**config.mk**
```make
export PLATFORM = sky130hd
export DESIGN_NAME = dict_compressor_flat
export DESIGN_NICKNAME = d
export VERILOG_FILES = /design/src/rtl/dict_compressor_if.sv /design/src/rtl/dict_compressor.sv /design/src/flat_wrapper.sv
export SDC_FILE = /design/constraint.sdc
export NUM_CORES = 2
export LEC_CHECK = 0
export ABC_AREA = 1
export BUFFER_PORTS_ARGS = -buffer_cell sky130_fd_sc_hd__buf_2
export CAP_MARGIN = 10
export CORE_AREA = 2 2 248 250
export DETAILED_ROUTE_END_ITERATION = 8
export DIE_AREA = 0 0 250 252
export PLACE_DENSITY = 0.85
export SKIP_LAST_GASP = 1
export SYNTH_ARGS = -nofsm -noshare
export SYNTH_HDL_FRONTEND = slang
export SYNTH_SLANG_ARGS = --single-unit
export TNS_END_PERCENT = 1
```
**constraint.sdc**
```tcl
create_clock -name clk -period 19.8 [get_ports clk]
set_input_delay 0.99 -clock clk [delete_from_list [all_inputs] [get_ports clk]]
set_output_delay 0.99 -clock clk [all_outputs]
set_load 0.01 [all_outputs]
```
**src/rtl/dict_compressor_if.sv**
```systemverilog
// Stream-side bundle for dict_compressor: input word handshake, flush pulse and
// packed output handshake. master = source/sink side, slave = the compressor.
interface dict_compressor_if #(
    parameter int WIDTH = 32
);
    logic             in_valid;
    logic             in_ready;
    logic [WIDTH-1:0] in_data;
    logic             flush;
    logic             out_valid;
    logic             out_ready;
    logic [WIDTH-1:0] out_data;
    logic             out_last;

    modport master (
        output in_valid, in_data, flush, out_ready,
        input  in_ready, out_valid, out_data, out_last
    );

    modport slave (
        input  in_valid, in_data, flush, out_ready,
        output in_ready, out_valid, out_data, out_last
    );
endinterface

```
**src/rtl/dict_compressor.sv**
```systemverilog
// Adaptive round-robin dictionary compressor: emits LSB-first match/miss tokens.
// Optional macro STATS_EN adds saturating hit/miss counters (stat_hits, stat_misses).
module dict_compressor #(
    parameter int WIDTH      = 32,
    parameter int DICT_DEPTH = 16,
    parameter int IDX_BITS   = 4
) (
    input  logic clk,
    input  logic reset,
    dict_compressor_if.slave bus
`ifdef STATS_EN
    ,
    output logic [15:0] stat_hits,
    output logic [15:0] stat_misses
`endif
);
    localparam int BUF_W  = 3 * WIDTH;
    localparam int FILL_W = $clog2(BUF_W + 1);

    typedef enum logic [1:0] {
        RUN         = 2'd0,
        FLUSH       = 2'd1,
        FLUSH_EMPTY = 2'd2
    } state_e;

    state_e                state_q, state_d;
    logic [BUF_W-1:0]      buf_q, buf_d;
    logic [FILL_W-1:0]     fill_q, fill_d;
    logic [WIDTH-1:0]      dict_q [DICT_DEPTH];
    logic [WIDTH-1:0]      dict_d [DICT_DEPTH];
    logic [DICT_DEPTH-1:0] valid_q, valid_d;
    logic [IDX_BITS-1:0]   ptr_q, ptr_d;

    logic                  in_ready_s, out_valid_s, out_last_s, pop_s, accept_s, clear_s;
    logic [DICT_DEPTH-1:0] match_vec_s;
    logic                  hit_s;
    logic [IDX_BITS-1:0]   hit_idx_s;
    logic [WIDTH:0]        tok_s;
    logic [FILL_W-1:0]     tok_len_s;

    assign in_ready_s  = (state_q == RUN) && (fill_q <= FILL_W'(2 * WIDTH - 1));
    assign out_valid_s = (fill_q >= FILL_W'(WIDTH))
                       || ((state_q == FLUSH) && (fill_q != '0))
                       || (state_q == FLUSH_EMPTY);
    assign out_last_s  = ((state_q == FLUSH) && (fill_q != '0) && (fill_q <= FILL_W'(WIDTH)))
                       || (state_q == FLUSH_EMPTY);
    assign pop_s       = out_valid_s && bus.out_ready;
    assign accept_s    = bus.in_valid && in_ready_s;

    assign bus.in_ready  = in_ready_s;
    assign bus.out_valid = out_valid_s;
    assign bus.out_last  = out_last_s;
    assign bus.out_data  = buf_q[WIDTH-1:0];

    // Parallel dictionary lookup; descending scan so the lowest matching index wins.
    always_comb begin
        hit_idx_s = '0;
        for (int i = 0; i < DICT_DEPTH; i++) begin
            match_vec_s[i] = valid_q[i] && (dict_q[i] == bus.in_data);
        end
        for (int i = DICT_DEPTH - 1; i >= 0; i--) begin
            hit_idx_s = match_vec_s[i] ? IDX_BITS'(i) : hit_idx_s;
        end
        hit_s     = |match_vec_s;
        tok_s     = hit_s ? {{(WIDTH - IDX_BITS){1'b0}}, hit_idx_s, 1'b1} : {bus.in_data, 1'b0};
        tok_len_s = hit_s ? FILL_W'(IDX_BITS + 1) : FILL_W'(WIDTH + 1);
    end

    // Next-state: pop first, then append the new token behind what remains.
    always_comb begin
        state_d = state_q;
        buf_d   = buf_q;
        fill_d  = fill_q;
        dict_d  = dict_q;
        valid_d = valid_q;
        ptr_d   = ptr_q;
        clear_s = 1'b0;
        if (pop_s) begin
            buf_d  = buf_q >> WIDTH;
            fill_d = (fill_q >= FILL_W'(WIDTH)) ? (fill_q - FILL_W'(WIDTH)) : '0;
        end else begin
            buf_d  = buf_q;
            fill_d = fill_q;
        end
        if (accept_s) begin
            buf_d  = buf_d | (BUF_W'(tok_s) << fill_d);
            fill_d = fill_d + tok_len_s;
            if (!hit_s) begin
                dict_d[ptr_q]  = bus.in_data;
                valid_d[ptr_q] = 1'b1;
                ptr_d          = ptr_q + IDX_BITS'(1);
            end else begin
                ptr_d = ptr_q;
            end
        end else begin
            ptr_d = ptr_q;
        end
        case (state_q)
            RUN: begin
                if (bus.flush) begin
                    state_d = (fill_d != '0) ? FLUSH : FLUSH_EMPTY;
                end else begin
                    state_d = RUN;
                end
            end
            FLUSH: begin
                if (pop_s && (fill_d == '0)) begin
                    state_d = RUN;
                    clear_s = 1'b1;
                end else begin
                    state_d = FLUSH;
                end
            end
            FLUSH_EMPTY: begin
                if (pop_s) begin
                    state_d = RUN;
                    clear_s = 1'b1;
                end else begin
                    state_d = FLUSH_EMPTY;
                end
            end
            default: begin
                state_d = RUN;
            end
        endcase
        // Each block starts with a cold dictionary.
        if (clear_s) begin
            valid_d = '0;
            ptr_d   = '0;
        end else begin
            ptr_d = ptr_d;
        end
    end

    // State, bit buffer and dictionary registers.
    always_ff @(posedge clk or posedge reset) begin
        if (reset) begin
            state_q <= RUN;
            buf_q   <= '0;
            fill_q  <= '0;
            dict_q  <= '{default: '0};
            valid_q <= '0;
            ptr_q   <= '0;
        end else begin
            state_q <= state_d;
            buf_q   <= buf_d;
            fill_q  <= fill_d;
            dict_q  <= dict_d;
            valid_q <= valid_d;
            ptr_q   <= ptr_d;
        end
    end

`ifdef STATS_EN
    logic [15:0] hits_q, hits_d, misses_q, misses_d;

    // Saturating token counters, cleared when a block ends.
    always_comb begin
        hits_d   = hits_q;
        misses_d = misses_q;
        if (clear_s) begin
            hits_d   = 16'd0;
            misses_d = 16'd0;
        end else if (accept_s && hit_s && (hits_q != 16'hFFFF)) begin
            hits_d = hits_q + 16'd1;
        end else if (accept_s && !hit_s && (misses_q != 16'hFFFF)) begin
            misses_d = misses_q + 16'd1;
        end else begin
            hits_d = hits_q;
        end
    end

    // Counter registers.
    always_ff @(posedge clk or posedge reset) begin
        if (reset) begin
            hits_q   <= 16'd0;
            misses_q <= 16'd0;
        end else begin
            hits_q   <= hits_d;
            misses_q <= misses_d;
        end
    end

    assign stat_hits   = hits_q;
    assign stat_misses = misses_q;
`endif
endmodule

```
**src/flat_wrapper.sv**
```systemverilog
// flat-port wrapper written by rule: the top's interface ports become plain ports
module dict_compressor_flat 
#(
    parameter int WIDTH      = 32,
    parameter int DICT_DEPTH = 16,
    parameter int IDX_BITS   = 4
)
  (clk, reset, bus_in_valid, bus_in_data, bus_flush, bus_out_ready, bus_in_ready, bus_out_valid, bus_out_data, bus_out_last);
  dict_compressor_if #(.WIDTH(WIDTH)) bus_i ();
  input  logic clk;
  input  logic reset;
  input wire logic [$bits(bus_i.in_valid)-1:0] bus_in_valid;
  input wire logic [$bits(bus_i.in_data)-1:0] bus_in_data;
  input wire logic [$bits(bus_i.flush)-1:0] bus_flush;
  input wire logic [$bits(bus_i.out_ready)-1:0] bus_out_ready;
  output wire logic [$bits(bus_i.in_ready)-1:0] bus_in_ready;
  output wire logic [$bits(bus_i.out_valid)-1:0] bus_out_valid;
  output wire logic [$bits(bus_i.out_data)-1:0] bus_out_data;
  output wire logic [$bits(bus_i.out_last)-1:0] bus_out_last;
  assign bus_i.in_valid = bus_in_valid;
  assign bus_i.in_data = bus_in_data;
  assign bus_i.flush = bus_flush;
  assign bus_i.out_ready = bus_out_ready;
  assign bus_in_ready = bus_i.in_ready;
  assign bus_out_valid = bus_i.out_valid;
  assign bus_out_data = bus_i.out_data;
  assign bus_out_last = bus_i.out_last;
  dict_compressor #(.WIDTH(WIDTH), .DICT_DEPTH(DICT_DEPTH), .IDX_BITS(IDX_BITS)) u_core (.clk(clk), .reset(reset), .bus(bus_i));
endmodule
```
# [Yosys cells after proc, flatten, opt, wreduce, memory -nomap -nowiden]
# Index checks and enable logic that the tools add are counted.
[totals] register_bits=637 in_bits=37 out_inout_bits=35 wordCells=132
[op_classes] addsub=3 magnitude_cmp=7 n_eq_ne=19 shifts=1 muxes=42 bitwise_logic=4 reduce_logical=35
[op_table] op="bitwise mux 512 bit" count=1
[op_table] op="equality test 32 bit" count=16
[op_table] op="two-way mux 96 bit" count=2
[op_table] op="demux 32 bit (select 4 bit)" count=1
[op_table] op="OR 96 bit" count=1
[op_table] op="left shift 33 x 7 -> 96 bit" count=1
[op_table] op="two-way mux 4 bit" count=19
[op_table] op="two-way mux 16 bit" count=3
[op_table] op="two-way mux 33 bit" count=1
[op_table] op="two-way mux 32 bit" count=1
[op_table] op="logical AND 1 bit" count=24
[op_table] op="two-way mux 7 bit" count=3
[op_table] op="OR 16 bit" count=1
[op_table] op="OR reduction 16 bit" count=1
[op_table] op="less-or-equal comparator 7 x 6 -> 1 bit (second input constant)" count=2
[op_table] op="nonzero test 7 bit" count=2
[op_table] op="adder 7 bit" count=1
[op_table] op="greater-or-equal comparator 7 x 6 -> 1 bit (second input constant)" count=1
[op_table] op="zero test 7 bit" count=1
[op_table] op="subtractor 7 x 6 -> 7 bit (second input constant)" count=1
[op_table] op="two-way mux 2 bit" count=3
[op_table] op="two-way mux 6 bit" count=1
[op_table] op="case mux 2 bit (3 select lines)" count=1
[op_table] op="greater-or-equal comparator 5 bit (second input constant)" count=1
[op_table] op="other kinds (16)" count=22

# [Depth between registers and ports, before layout]
[logic_depth] ltp_word=22 ltp_mapped=39 depth_no_buf=37

# [Worst setup path after synthesis]
# Ideal clock, no wire load.
[synth_timing] path_type="in2reg" start="input port bus_in_data[4]" end="register u_core.valid_q[0]" setup_time_ns=0.129 t_arrival_ns=4.158 required_time_ns=19.671 slack_ns=15.513 cell_stages=27 path_buffers=6 path_cell_list="buf_4 > inv_2 > buf_4 > buf_2 > nand2_1 > nand4_1 > nor2_1 > nand4_1 > and2_1 > nand3_2 > nor2_2 > nand2_4 > buf_6 > buf_6 > ha_1 > a21oi_1 > nor3_2 > nand3_1 > nand2_1 > xor2_1 > nand4_1 > nor2_1 > nand2_1 > o22ai_1 > and2_1 > buf_2 > a21oi_1"
[synth_between] elab_chain_cells=12 elab_cells_between_ends=44 cone_classes="1 x add/sub; 17 x eq/ne; 5 x mux; 21 x reduce/logical"
[synth_rtl] element="start: declaration" line_no="flat_wrapper.sv:13" source="input wire logic [$bits(bus_i.in_data)-1:0] bus_in_data;"
[synth_rtl] element="equality test 32 bit" line_no="dict_compressor.sv:59" source="match_vec_s[i] = valid_q[i] && (dict_q[i] == bus.in_data);"
[synth_rtl] element="logical AND 1 bit" line_no="dict_compressor.sv:59"
[synth_rtl] element="OR reduction 16 bit *" line_no="dict_compressor.sv:64" source="hit_s = |match_vec_s;"
[synth_rtl] element="two-way mux 6 bit" line_no="dict_compressor.sv:66" source="tok_len_s = hit_s ? FILL_W'(IDX_BITS + 1) : FILL_W'(WIDTH + 1);"
[synth_rtl] element="adder 7 bit" line_no="dict_compressor.sv:87" source="fill_d = fill_d + tok_len_s;"
[synth_rtl] element="two-way mux 7 bit" line_no="dict_compressor.sv:85" source="if (accept_s) begin"
[synth_rtl] element="zero test 7 bit" line_no="dict_compressor.sv:107" source="if (pop_s && (fill_d == '0)) begin"
[synth_rtl] element="logical AND 1 bit" line_no="dict_compressor.sv:107"
[synth_rtl] element="two-way mux 1 bit" line_no="dict_compressor.sv:107"
[synth_rtl] element="case mux 1 bit (2 select lines)" line_no="dict_compressor.sv:98" source="case (state_q)"
[synth_rtl] element="!= test 2 x 1 -> 1 bit (no line) or nonzero test 2 bit (tied branches)"
[synth_rtl] element="AND reduction 2 bit (no line)"
[synth_rtl] element="end signal: assignment" line_no="dict_compressor.sv:149" source="valid_q <= valid_d;"
[synth_rtl] element="end: declaration" line_no="dict_compressor.sv:31" source="logic [DICT_DEPTH-1:0] valid_q, valid_d;"
# Mark *: on every way between the ends. The rest lies on a longest branch, timed or not.
# A chain may end at the register's enable or synchronous reset.

# [Worst setup path after layout]
[layout_timing] start="input port bus_in_data[22]" end="register u_core.dict_q[428] (netlist bit)"
[layout_between] elab_chain_cells=5 elab_cells_between_ends=35 cone_classes="16 x eq/ne; 1 x bitwise; 18 x reduce/logical"
[layout_rtl] element="equality test 32 bit" line_no="dict_compressor.sv:59"
[layout_rtl] element="logical AND 1 bit" line_no="dict_compressor.sv:59"
[layout_rtl] element="OR reduction 16 bit *" line_no="dict_compressor.sv:64"
[layout_rtl] element="inverter 1 bit (no line) *"
[layout_rtl] element="AND reduction 2 bit (no line) *"
[layout_rtl] element="end signal: assignment" line_no="dict_compressor.sv:148" source="dict_q <= dict_d;"
[layout_rtl] element="end: declaration" line_no="dict_compressor.sv:29" source="logic [WIDTH-1:0] dict_q [DICT_DEPTH];"
# Marked as above.

==> run metrics <==
I/O pin count 72; initial core utilization 0.567; Worst slew margin 0.225; flop2flop setup slack 14.35 ns; number of synthesized flops with an enable pin 0; count of state elements after synthesis 637; leading post-synthesis cells by cell area sky130_fd_sc_hd__dfrtp_1 (47%), sky130_fd_sc_hd__nand2_1 (17%), sky130_fd_sc_hd__o21ai_0 (10%); Std-Cell Rows 90; result of the run finished, final reports clean; drt pass-1 iters 6; Port Buffer Count between 70 and 80; portion of the post-synthesis area used by sequential elements 0.467; Synth Net Count 4543; number of filler instances in the final layout 5170; number of buffers added for setup after CTS 0; drt initial violations between 4000 and 5000; Critical Path Max Stage Delay approximately 1.1 ns; count of endpoints failing hold in the final timing report 0; min-delay worst type reg2reg; worst IR drop on VDD between 0.07 and 0.08 mV; Achievable Freq 0.169 GHz; relative contribution of combinational cells to total power 0.330; total congestion overflow 0; CTS H-tree depth 3; Root Buffer sky130_fd_sc_hd__clkbuf_16; largest net degree at the start of global routing 177; floorplan die width 250 um; switching power summed over all nets 1.94 mW; type of element capturing the critical path flip-flop; Cell Chain, Critical Path buf_2 -> inv_2 -> buf_4 -> o22ai_1 -> nor3_1 -> nand2_1 -> nor2_1 -> nand3_1 -> nand2_1 -> nor2_1 -> nand3_2 -> inv_2 -> nand2_4 -> nor2_2 -> nand3_2 -> o21ai_0; average footprint of a synthesized cell between 7 and 8 um2; Clk Latency, worst-skew pair about 0.64 ns; area grow syn2layout 6.83%; data required time of the worst path between 20 and 25 ns; cell accounting for the most synthesized area sky130_fd_sc_hd__dfrtp_1; Avg WL per Cell 20.3 um; R2R Path Start u_core.fill_q[5]; worst path buffer plus inverter count 4; antenna viol nets, final 0; most common cell in the netlist sky130_fd_sc_hd__nand2_1; TNS Setup 0 ns; weighted congestion at the end of routability-driven global placement 0.946; Final Cycle Share 0.300; list of most frequent post-synthesis cells sky130_fd_sc_hd__nand2_1 (1549), sky130_fd_sc_hd__o21ai_0 (682), sky130_fd_sc_hd__dfrtp_1 (637); switching share of power 0.387; fraction of registers with async set/reset 1.00; maximum buffer depth of the clock tree 3; cell type group with the largest total delay on the critical path simple AND/OR/NAND/NOR gates; core footprint 60100 um2; Power per Cell Area 138 nW/um2; Setup crit start kind input pin; filler-free cell count of the finished design between 5000 and 6000; Clock Skew 0.0327 ns; height of the die 252 um; cell-internal power 3.07 mW; ratio of routed vias to standard cells 6.08; Reg2Reg Depth 23; hold-critical path endpoint u_core.buf_q[65]; data arrival time of the critical path 6.43 ns; detailed-route via count 31300; sequential share of power 0.396; initial antenna violation count 3; critical path class in2reg; leakage power figure 17.0 nW; Crit Reg-Reg Endpoint u_core.valid_q[9]; Synth Cell Area 34100 um2; DRC viols 0; Setup WS post-layout 13.87 ns; final setup violation count 0; All-Layer GR Usage 0.330; count of max-cap constraint violations 0; total number of yosys warnings 0; Worst-Margin Slew about 1.2 ns; CTS tree done; Clock power frac 0.274; Synth cell types 55; share of final-layout standard cells stronger than drive strength 1 0.0742; hold slack final 0.478 ns; source of the worst hold timing path u_core.buf_q[65]; CTS hold repair buffers 0; maximum fanout along the worst path between 60 and 70; die outline area approximately 63000 um2; Hold Path Stages 2; area share of the largest cell type after synthesis 0.467; Post-CTS Resized 0; wire length reported by the detailed router between 100000 and 150000 um; number of instances in the synthesized netlist 4493; Num CTS Buffers 69; unrepaired setup endpoints after global routing no; top flip-flop cell by instance count after synthesis sky130_fd_sc_hd__dfrtp_1; vias in the first global route 29100; final slew viol count 0; hpwl dp between 60000 and 70000 um; min Tclk post-route 5.93 ns; number of nets at the end of the flow 4360; placed instance count about 5000; setup slack at placement 13.57 ns; clock transition at the registers of the reported paths 0.06 ns; first-pass GRT wire length approximately 160000 um; Slowest-stage cell, CP sky130_fd_sc_hd__nand3_2; Clock Sink Count between 600 and 700
routing by layer:
metal	vias up	global-route usage	routed length (um)
met5	-	0.0216	196
met4	6	0.190	6290
met3	442	0.0791	12200
met2	1822	0.505	46100
met1	14800	0.430	39700
li1	14300	-	-
worst max path at each step:
stage | start | end | slack (ns) | depth (start not counted)
CTS | bus_in_data[2] | u_core.valid_q[15] | 14.18 | 24
finish | bus_in_data[22] | u_core.dict_q[428] | 13.87 | 16
global route | bus_in_data[25] | u_core.dict_q[176] | 13.64 | 16
global placement | bus_in_data[22] | u_core.valid_q[9] | 13.61 | 24
floorplan | reset | u_core.buf_q[0] | 0.97 | 1
detailed placement | bus_in_data[22] | u_core.valid_q[9] | 13.57 | 24
per-stage QoR:
step / power [mW] / cell area, um2 / utilization
6_report: 5.02 / 36400 / 0.606
5_1_grt: 5.32 / 36400 / 0.606
4_1_cts: 4.98 / 36400 / 0.606
3_5_place_dp: 3.59 / 34000 / 0.566
3_3_place_gp: 3.53 / 34000 / 0.566
2_1_floorplan: 3.19 / 34100 / -
power by group through the flow:
stage               clock network [mW]  registers (mW)  logic (mW)
finish                            1.37            1.98        1.66
global route                      1.43            2.02        1.87
floorplan                            0            1.91        1.28
CTS                               1.38            1.97        1.63
detailed placement                   0            1.98        1.61
global placement                     0            1.97        1.56
worst register-to-register path, cell delays in order (launching register included):
cell and delay, ns:
sky130_fd_sc_hd__dfrtp_1 0.47, sky130_fd_sc_hd__inv_1 0.14, sky130_fd_sc_hd__ha_1 0.20, sky130_fd_sc_hd__inv_1 0.05, sky130_fd_sc_hd__nor2_1 0.18, sky130_fd_sc_hd__nand3_1 0.18
sky130_fd_sc_hd__nand2_4 0.10, sky130_fd_sc_hd__inv_2 0.04, sky130_fd_sc_hd__nand2_1 0.16, sky130_fd_sc_hd__nand2_1 0.69, sky130_fd_sc_hd__inv_1 0.97, sky130_fd_sc_hd__ha_1 0.33
sky130_fd_sc_hd__a21oi_1 0.09, sky130_fd_sc_hd__nor3_2 0.20, sky130_fd_sc_hd__nand3_1 0.10, sky130_fd_sc_hd__nand2_1 0.08, sky130_fd_sc_hd__xor2_1 0.19, sky130_fd_sc_hd__nand4_1 0.15
sky130_fd_sc_hd__nor2_1 0.17, sky130_fd_sc_hd__nand2_1 0.08, sky130_fd_sc_hd__o22ai_1 0.14, sky130_fd_sc_hd__and2_1 0.15, sky130_fd_sc_hd__buf_4 0.34, sky130_fd_sc_hd__a21oi_1 0.11
placed cells by master, fill, tap and decap left out, types with 13 or more instances in the layout:
cell type	count
sky130_fd_sc_hd__buf_2	71
sky130_fd_sc_hd__a22o_1	14
sky130_fd_sc_hd__nor3_1	19
sky130_fd_sc_hd__o21ai_1	68
sky130_fd_sc_hd__nand2_1	1547
sky130_fd_sc_hd__nand3_1	121
sky130_fd_sc_hd__or2_2	30
sky130_fd_sc_hd__clkinv_2	13
sky130_fd_sc_hd__dfrtp_1	637
sky130_fd_sc_hd__nand4_1	55
sky130_fd_sc_hd__buf_4	44
sky130_fd_sc_hd__o2111ai_1	22
sky130_fd_sc_hd__nor4_1	34
sky130_fd_sc_hd__inv_2	30
sky130_fd_sc_hd__nand3_2	14
sky130_fd_sc_hd__clkbuf_16	70
sky130_fd_sc_hd__a221oi_1	13
sky130_fd_sc_hd__o22ai_1	102
sky130_fd_sc_hd__nor2_1	233
sky130_fd_sc_hd__clkbuf_8	16
sky130_fd_sc_hd__xnor2_1	95
sky130_fd_sc_hd__inv_1	191
sky130_fd_sc_hd__o21ai_0	681
sky130_fd_sc_hd__xor2_1	48
sky130_fd_sc_hd__a211oi_1	16
sky130_fd_sc_hd__a21oi_1	63
sky130_fd_sc_hd__ha_1	13
final cells by class:
type / count / area (um2) / share of cell area
Antenna cell: 2 / 5.00 / 0.000137
Clock buffer: 96 / 2010 / 0.0551
Clock inverter: 29 / 404 / 0.0111
Inverter: 224 / 848 / 0.0233
Multi-Input combinational cell: 3262 / 15500 / 0.427
Sequential cell: 637 / 15900 / 0.437
Tap cell: 782 / 978 / 0.0269
Timing Repair Buffer: 116 / 706 / 0.0194
sequential cells by signal, indices dropped and copies added, names as in the netlist:
| name | count |
|---|---|
| u_core.buf_q | 96 |
| u_core.state_q | 2 |
| u_core.valid_q | 16 |
| u_core.ptr_q | 4 |
| u_core.fill_q | 7 |
| u_core.dict_q | 512 |
kinds of logic after synthesis:
group,after synthesis,synth area share
simple gates,2090,0.248
compound gates,1007,0.161
flops,637,0.467
buf+inv,594,0.0792
xor+xnor,143,0.0367
fa+ha+maj,13,0.00477
mux,9,0.00264
Power figures use the tool's default switching activity.
